==> src/rtl/msi_irq_scheduler.sv <==
// MSI request sequencer: folds collector vectors into the host-allocated range,
// drives the bridge req/grant handshake with timeout retry/drop and post-MSI holdoff.
module msi_irq_scheduler #(
    parameter int unsigned HoldoffCycles_Gen = 16,
    parameter int unsigned GrantTimeout_Gen  = 1024,
    parameter int unsigned MaxRetries_Gen    = 3
) (
    input  logic        SysClk_ClkIn,
    input  logic        SysRst_RstIn,
    input  logic        MsiIrqEnable_EnIn,
    input  logic        IrqReq_ValIn,
    input  logic [4:0]  IrqVectorNum_DatIn,
    output logic        IrqGrant_ValOut,
    output logic        MsiReq_ValOut,
    output logic [4:0]  MsiVectorNum_DatOut,
    input  logic        MsiGrant_ValIn,
    input  logic [2:0]  MsiVectorWidth_DatIn,
    output logic        Busy_ValOut,
    output logic [15:0] RetryCount_CntOut,
    output logic [15:0] DropCount_CntOut
);

    typedef enum logic [1:0] {
        ST_IDLE,
        ST_WAIT_GRANT,
        ST_HOLDOFF
    } state_t;

    localparam logic [15:0] TIMEOUT     = 16'(GrantTimeout_Gen);
    localparam logic [15:0] HOLDOFF     = 16'(HoldoffCycles_Gen);
    localparam logic [3:0]  MAX_RETRIES = 4'(MaxRetries_Gen);

    state_t      state_q, state_d;
    logic        msi_req_q, msi_req_d;
    logic        irq_grant_q, irq_grant_d;
    logic [4:0]  vec_q, vec_d;
    logic [15:0] timer_q, timer_d;
    logic [3:0]  retries_q, retries_d;
    logic [15:0] holdoff_q, holdoff_d;
    logic        pend_vld_q, pend_vld_d;
    logic [4:0]  pend_vec_q, pend_vec_d;
    logic [15:0] retry_cnt_q, retry_cnt_d;
    logic [15:0] drop_cnt_q, drop_cnt_d;

    logic        accept;
    logic        finish;
    logic        src_vld;
    logic [4:0]  src_vec;
    logic        retry_inc;
    logic [1:0]  drop_inc;
    logic [15:0] timer_next;
    logic [16:0] drop_sum;

    function automatic logic [4:0] fold_vector(input logic [4:0] vec, input logic [2:0] width);
        logic [2:0] w_eff;
        logic [5:0] span;
        w_eff = (width > 3'd5) ? 3'd5 : width;
        span  = 6'd1 << w_eff;
        return ({1'b0, vec} < span) ? vec : 5'(span - 6'd1);
    endfunction

    always_comb begin
        state_d     = state_q;
        msi_req_d   = 1'b0;
        irq_grant_d = 1'b0;
        vec_d       = vec_q;
        timer_d     = timer_q;
        retries_d   = retries_q;
        holdoff_d   = holdoff_q;
        pend_vld_d  = pend_vld_q;
        pend_vec_d  = pend_vec_q;
        accept      = 1'b0;
        finish      = 1'b0;
        src_vld     = 1'b0;
        src_vec     = '0;
        retry_inc   = 1'b0;
        drop_inc    = '0;
        timer_next  = timer_q + 16'd1;

        if (!MsiIrqEnable_EnIn) begin
            state_d    = ST_IDLE;
            pend_vld_d = 1'b0;
            vec_d      = '0;
        end else begin
            unique case (state_q)
                ST_IDLE: accept = 1'b1;
                ST_WAIT_GRANT: begin
                    if (MsiGrant_ValIn) begin
                        finish = 1'b1;
                    end else if (timer_next == TIMEOUT) begin
                        if (retries_q < MAX_RETRIES) begin
                            retries_d = retries_q + 4'd1;
                            retry_inc = 1'b1;
                            msi_req_d = 1'b1;
                            timer_d   = '0;
                        end else begin
                            drop_inc = drop_inc + 2'd1;
                            finish   = 1'b1;
                        end
                    end else begin
                        timer_d = timer_next;
                    end
                end
                // Holdoff expiry behaves as a pass through Idle, so a pending
                // request launches on the exit edge rather than one cycle later.
                ST_HOLDOFF: begin
                    if (holdoff_q == '0) begin
                        state_d = ST_IDLE;
                        accept  = 1'b1;
                    end else begin
                        holdoff_d = holdoff_q - 16'd1;
                    end
                end
                default: state_d = ST_IDLE;
            endcase

            if (finish) begin
                irq_grant_d = 1'b1;
                if (HOLDOFF == '0) begin
                    state_d = ST_IDLE;
                end else begin
                    state_d   = ST_HOLDOFF;
                    holdoff_d = HOLDOFF;
                end
            end

            if (accept) begin
                if (pend_vld_q) begin
                    src_vld    = 1'b1;
                    src_vec    = pend_vec_q;
                    pend_vld_d = IrqReq_ValIn;
                    if (IrqReq_ValIn) pend_vec_d = IrqVectorNum_DatIn;
                end else if (IrqReq_ValIn) begin
                    src_vld = 1'b1;
                    src_vec = IrqVectorNum_DatIn;
                end
            end else if (IrqReq_ValIn) begin
                if (pend_vld_q) drop_inc = drop_inc + 2'd1;
                pend_vld_d = 1'b1;
                pend_vec_d = IrqVectorNum_DatIn;
            end

            if (src_vld) begin
                msi_req_d = 1'b1;
                vec_d     = fold_vector(src_vec, MsiVectorWidth_DatIn);
                timer_d   = '0;
                retries_d = '0;
                state_d   = ST_WAIT_GRANT;
            end
        end

        retry_cnt_d = (retry_inc && retry_cnt_q != '1) ? retry_cnt_q + 16'd1 : retry_cnt_q;
        drop_sum    = {1'b0, drop_cnt_q} + 17'(drop_inc);
        drop_cnt_d  = drop_sum[16] ? '1 : drop_sum[15:0];
    end

    always_ff @(posedge SysClk_ClkIn or posedge SysRst_RstIn) begin
        if (SysRst_RstIn) begin
            state_q     <= ST_IDLE;
            msi_req_q   <= 1'b0;
            irq_grant_q <= 1'b0;
            vec_q       <= '0;
            timer_q     <= '0;
            retries_q   <= '0;
            holdoff_q   <= '0;
            pend_vld_q  <= 1'b0;
            pend_vec_q  <= '0;
            retry_cnt_q <= '0;
            drop_cnt_q  <= '0;
        end else begin
            state_q     <= state_d;
            msi_req_q   <= msi_req_d;
            irq_grant_q <= irq_grant_d;
            vec_q       <= vec_d;
            timer_q     <= timer_d;
            retries_q   <= retries_d;
            holdoff_q   <= holdoff_d;
            pend_vld_q  <= pend_vld_d;
            pend_vec_q  <= pend_vec_d;
            retry_cnt_q <= retry_cnt_d;
            drop_cnt_q  <= drop_cnt_d;
        end
    end

    assign MsiReq_ValOut       = msi_req_q;
    assign IrqGrant_ValOut     = irq_grant_q;
    assign MsiVectorNum_DatOut = vec_q;
    assign Busy_ValOut         = (state_q != ST_IDLE);
    assign RetryCount_CntOut   = retry_cnt_q;
    assign DropCount_CntOut    = drop_cnt_q;

endmodule
==> config.mk <==
export PLATFORM = sky130hd
export DESIGN_NAME = msi_irq_scheduler
export DESIGN_NICKNAME = d
export VERILOG_FILES = /design/src/rtl/msi_irq_scheduler.sv
export SDC_FILE = /design/constraint.sdc
export NUM_CORES = 1
export LEC_CHECK = 0
export ABC_AREA = 1
export CAP_MARGIN = 5
export CORE_ASPECT_RATIO = 0.75
export CORE_MARGIN = 8
export CORE_UTILIZATION = 29
export CTS_BUF_LIST = sky130_fd_sc_hd__clkbuf_8
export CTS_CLUSTER_SIZE = 16
export DETAILED_ROUTE_END_ITERATION = 7
export MAX_ROUTING_LAYER = met4
export SYNTH_ARGS = -nofsm -noshare
export SYNTH_HDL_FRONTEND = slang
export SYNTH_SLANG_ARGS = --single-unit
==> constraint.sdc <==
create_clock -name SysClk_ClkIn -period 3.95 [get_ports SysClk_ClkIn]
set_input_delay 1.185 -clock SysClk_ClkIn [delete_from_list [all_inputs] [get_ports SysClk_ClkIn]]
set_output_delay 1.185 -clock SysClk_ClkIn [all_outputs]
set_load 0.03 [all_outputs]
### Yosys cells after proc, flatten, opt, wreduce, memory -nomap -nowiden

Cells that the tools add are included.

| storage, ports and cells | value |
|---|---|
| register bits after elaboration | 83 |
| bits of input ports | 13 |
| output and inout port bits | 40 |
| logic and storage cells | 112 |

| operators by class | value |
|---|---|
| $add $sub $neg | 7 |
| magnitude comparators | 3 |
| equality and inequality tests | 12 |
| shift operators | 1 |
| mux-type cells | 64 |
| reductions and logical operators | 14 |

Operator list:

| kind | count |
|---|---|
| 16-bit two-way mux | 9 |
| 5-bit two-way mux | 10 |
| 16-bit by 1-bit adder with 16-bit output, second input constant | 2 |
| 1-bit two-way mux | 28 |
| 4-bit two-way mux | 5 |
| 2-bit two-way mux | 9 |
| 16-bit by 2-bit adder with 17-bit output | 1 |
| 16-bit by 11-bit equality test with 1-bit output, second input constant | 1 |
| 16-bit zero test | 1 |
| 16-bit inequality test, second input constant | 1 |
| 16-bit by 1-bit subtractor with 16-bit output, second input constant | 1 |
| 2-bit nonzero test | 5 |
| 5-bit by 6-bit < comparator with 1-bit output | 1 |
| 2-bit by 1-bit inequality test with 1-bit output, second input constant | 3 |
| 3-bit by 1-bit inequality test with 1-bit output, second input constant | 2 |
| 1-bit by 3-bit left shift with 6-bit output, first input constant | 1 |
| 5-bit inequality test, second input constant | 1 |
| 5-bit AND reduction | 1 |
| 5-bit by 1-bit subtractor with 5-bit output, second input constant | 1 |
| 4-bit by 1-bit adder with 4-bit output, second input constant | 1 |
| 4-bit by 2-bit < comparator with 1-bit output, second input constant | 1 |
| 4-bit by 2-bit inequality test with 1-bit output, second input constant | 1 |
| 2-bit case mux with 2 select lines | 1 |
| 2-bit AND reduction | 2 |
| other kinds (12) | 12 |

### Longest topological paths before layout

| depth | value |
|---|---|
| depth in word-level cells | 13 |
| mapped depth | 28 |
| mapped depth without buffers | 28 |

### Worst setup path before layout

No wires, ideal clock.

| path | value |
|---|---|
| path kind | register to register |
| start point | reg timer_q[0] |
| end point | reg drop_cnt_q[14] (netlist: DropCount_CntOut[14]) |
| setup time | 0.130 ns |
| arrival time | 3.656 ns |
| required time | 3.820 ns |
| path slack | 0.165 ns |
| stages on the path, launching flop included | 28 |
| path buffers | 0 |
| clock period less this slack | 3.785 ns |
| cells stage by stage | dfrtp_1 -> ha_1 -> nand3_2 -> nor2_2 -> nand3_1 -> nand2_1 -> nand2_1 -> inv_2 -> nand2_1 -> nor2_2 -> nand3_4 -> nor2_1 -> ha_1 -> o21ai_0 -> nor2_1 -> o21a_1 -> ha_1 -> inv_1 -> fa_1 -> nor2_1 -> nand3_1 -> nor2_1 -> nand2_1 -> inv_1 -> nand2_1 -> nor2_1 -> xor2_1 -> nand2_1 |

| between the ends | value |
|---|---|
| cells in the longest elaborated chain, start to end | 13 |

Ends and longest elaborated chain:

| element | RTL line | RTL |
|---|---|---|
| from (decl) | 37 | `logic [15:0] timer_q, timer_d;` |
| from (signal assigned) | 175 | `timer_q <= timer_d;` |
| 16-bit by 1-bit adder with 16-bit output (*) | 78 | `timer_next = timer_q + 16'd1;` |
| 16-bit by 11-bit equality test with 1-bit output (*) | 90 | `end else if (timer_next == TIMEOUT) begin` |
| 1-bit two-way mux (*) | 90 |  |
| 1-bit two-way mux (*) | 88 | `if (MsiGrant_ValIn) begin` |
| 1-bit two-way mux (*) | 85 | `unique case (state_q)` |
| 2-bit two-way mux (*) | 80 | `if (!MsiIrqEnable_EnIn) begin` |
| 2-bit by 1-bit adder with 2-bit output | 138 | `if (pend_vld_q) drop_inc = drop_inc + 2'd1;` |
| 2-bit two-way mux | 138 |  |
| 2-bit two-way mux | 137 | `end else if (IrqReq_ValIn) begin` |
| 2-bit two-way mux (*) | 127 | `if (accept) begin` |
| 2-bit two-way mux (*) | 80 |  |
| 16-bit by 2-bit adder with 17-bit output (*) | 153 | `drop_sum = {1'b0, drop_cnt_q} + 17'(drop_inc);` |
| 16-bit two-way mux (*) | 154 | `drop_cnt_d = drop_sum[16] ? '1 : drop_sum[15:0];` |
| net drop_cnt_d[14] | 43 | `logic [15:0] drop_cnt_q, drop_cnt_d;` |
| to (signal assigned) | 181 | `drop_cnt_q <= drop_cnt_d;` |
| to (decl) | 43 |  |

Mark *: on every way through the listed nets, which the timed path passes. The rest lies on a longest branch. The select of a mux whose other input is x is not followed.
A chain may end at the register's enable or synchronous reset.

### Worst setup path in the final report

| path | value |
|---|---|
| start point | reg timer_q[1] |
| end point | reg drop_cnt_q[15] (netlist: DropCount_CntOut[15]) |

The elaborated chain is that of the path after synthesis.

==> metrics.md <==
| Metric | Value |
|---|---|
| Mapped Area | 0.00481 mm2 |
| Clk_lat worst skew | 0.38 ns |
| Finished Core Util | 37.0% |
| # rows | 40 |
| Max stage delay on crit path | 0.40 ns |
| Starting Density | 29.8% |
| 1st-iter DRT viols | 229 |
| I/O pin total | 53 |
| CP startpoint kind | register |
| Slew HR | 63.6% |
| Critical path fanouts, max | 5 |
| Post-synth top area share | 43.2% |
| Placed cells | 893 |
| Synth area leader | dfrtp_1 |
| Clock power share | 23.9% |
| First-pass GRT wire length | 19,100 um |
| Final Hold Vio Count | 0 |
| Syn_nets | 645 |
| Internal power | 1.57 mW |
| Mux contribution to synthesized area | 1.14% |
| Setup violations, final | 0 |
| Largest family of logic cells by synthesized area | simple AND/OR/NAND/NOR gates |
| Power per cell area | 421 mW/mm2 |
| Layout cell share with drive strength beyond 1 | 12.1% |
| Clk_skew | 0.0236 ns |
| Worst r2r path cells | 27 |
| Commonest non-fill, non-tap cell in the layout | nand2_1 |
| Dpl hpwl | 8260 um |
| Via count | 4,115 |
| # DRC | 0 |
| Grt total ovfl | 0 |
| I/O Buffers | 52 |
| CP max stage cell | dfrtp_1 |
| Clk sinks | 83 |
| Full die area | 0.0210 mm2 |
| CTS tree | built |
| Post-Synth XOR/XNOR Area | 4.73% |
| Synth-to-layout area growth | 23.9% |
| Most frequent cells in the layout | nand2_1, inv_1, dfrtp_1, nand3_1, nor2_1 |
| Syn avg cell area | 7.77 um2 |
| Register Area | 0.00208 mm2 |
| MaxCap Viol Count | 0 |
| Global route hottest layer | met2 |
| Cell mode on critical path | nand2_1 |
| VDD IR max | 144 uV |
| Met2 GRT Util | 16.0% |
| Synth Area in Adders | 3.54% |
| Final net count | 722 |
| Tcrit/Tclk final | 93.0% |
| Vias per cell | 4.52 |
| CTS max path bufs | 2 |
| LEAKAGE | 2.87 nW |
| H-tree depth | 3 |
| Fill cells | 1,710 |
| Die height | 128 um |
| Drt first pass iters | 5 |
| Hold path cells | 1 |
| Sw Share | 37.4% |
| Post-route ant nets | 0 |
| Slew Viols, Final | 0 |
| Root buffer cell | clkbuf_8 |
| Initial antenna violation count | 0 |
| Comb pwr share | 32.4% |
| Post-synth top flop | dfrtp_1 |
| Routability cong. | 0.790 |
| Measured slew at the worst slew-check pin | 0.543 ns |
| Synth warnings | 0 |
| Run status | completed |
| Routed wire length | 11,100 um |
| Met3 Usage GRT | 3.37% |
| Worst EP required | 4.28 ns |
| Sequential share of power | 43.7% |
| Largest net degree at the start of global routing | 39 |
| CP endpoint kind | register |
| Worst min path class | register to register |
| Distinct cells, synth | 40 |
| Share of synthesized flip-flops with an asynchronous set or reset | 100% |
| Final worst path period need | 3.67 ns |
| NetSw | 0.940 mW |
| Final non-filler cell total | 911 |
| CP arrival | 4.00 ns |
| Inserted Diodes | 0 |
| Simple-Gate Fraction of Synth Area | 32.1% |
| Core area | 0.0161 mm2 |
| Grt met1 use | 15.9% |
| Max Fclk | 0.272 GHz |
| Crit path kind | register to register |
| #FFs+latches synth | 83 |
| Post-synth EDFFs | 0 |
| Synth Area in Compound Gates | 7.31% |
| Gate count of the mapped netlist | 619 |
| Multi-input logic area | 0.00240 mm2 |
| Vias in the first global route | 3,928 |
| Area contributors post-synth | dfrtp_1, nand2_1, inv_1 |
| Sequential fraction of the synthesis area | 43.2% |
| WL/cell | 12.2 um |
| Die Span X | 165 um |
| WHS | 0.490 ns |
| Clk slew on worst S/H paths | 0.09 ns |
| Number of buffers created by CTS | 9 |
| Post-layout power | 2.51 mW |
| Total GRT Usage | 11.5% |
## Yosys cell counts (3+ instances only)
cell,instances
a21oi_1,4
a22oi_1,5
clkbuf_1,3
dfrtp_1,83
ha_1,12
inv_1,88
inv_2,4
mux2_2,4
nand2_1,170
nand2_4,3
nand3_1,64
nand4_1,12
nor2_1,61
nor2_2,4
nor2_4,4
nor3_1,10
o21ai_0,24
o21ai_2,4
o22ai_1,3
o22ai_2,5
or2_2,3
xnor2_1,8
xor2_1,18
## registers in the layout (all words and copies together), names as in the netlist
register,count
DropCount_CntOut,16
timer_q,16
retries_q,4
pend_vld_q,1
MsiReq_ValOut,1
RetryCount_CntOut,16
IrqGrant_ValOut,1
holdoff_q,16
MsiVectorNum_DatOut,5
state_q,2
pend_vec_q,5
## worst max-delay path: cells and delay by family (launching register included)
family | cells | cell delay [ns]
fa+ha+maj | 4 | 0.80
buf+inv | 3 | 0.28
compound gates | 4 | 0.45
simple gates | 16 | 1.65
flops | 1 | 0.40
## layer usage
layer	vias to the layer above	wire length, um
li1	2140	-
met1	1893	5880
met2	68	4620
met3	14	517
met4	0	116
met5	-	0
## stage by stage
stage          instance area (um2)  setup TNS [ns]  setup WS, ns
4_1_cts                       5890               0        0.0410
3_5_place_dp                  5700           -1.63        -0.170
6_report                      5960               0         0.278
3_3_place_gp                  5700          -0.619        -0.106
5_1_grt                       5960         -0.0354       -0.0317
2_1_floorplan                 4810               0         0.165
## timing repair
item | CTS | global route
endpoints found under the setup margin | 0 | 16
resized for setup | 0 | 16
setup buffers | 0 | 2
hold endpoints to repair | 0 | 0
hold buffers | 0 | 0
## area by class of cell
class	instances	area share [%]
clock buffers	11	2.54
clock inverters	5	0.588
inverters	92	5.81
multi-input cells	438	40.3
flip-flops and latches	83	34.8
well taps	210	4.41
repair buffers	72	11.5
## kinds of logic (layout without fill, tap and decap cells)
logic type	after synthesis	count (layout)
compound gates	53	53
xor+xnor	26	26
fa+ha+maj	13	13
buf+inv	98	180
flops	83	83
mux	5	5
simple gates	341	341
## power by group through the flow
stage	Combinational [mW]	Clock, mW	Sequential (mW)
2_1_floorplan	0.541	0	1.15
3_3_place_gp	0.801	0	1.12
3_5_place_dp	0.810	0	1.11
4_1_cts	0.813	0.629	1.10
5_1_grt	0.927	0.657	1.12
6_report	0.813	0.601	1.10
## worst paths after layout
path / end / startpoint / slack (ns)
worst max-delay path: DropCount_CntOut[15]$_DFF_PP0_ / timer_q[1]$_DFFE_PP0P_ / 0.28
worst min-delay path: retries_q[0]$_DFFE_PP0P_ / retries_q[0]$_DFFE_PP0P_ / 0.49
worst max register to register: DropCount_CntOut[15]$_DFF_PP0_ / timer_q[1]$_DFFE_PP0P_ / 0.28
worst min register to register: retries_q[0]$_DFFE_PP0P_ / retries_q[0]$_DFFE_PP0P_ / 0.49
max in group asynchronous: holdoff_q[14]$_DFFE_PP0P_ / SysRst_RstIn / 2.16
min in group asynchronous: pend_vec_q[1]$_DFFE_PP0P_ / SysRst_RstIn / 1.10
Note: power is estimated with default switching activity, not from simulation.
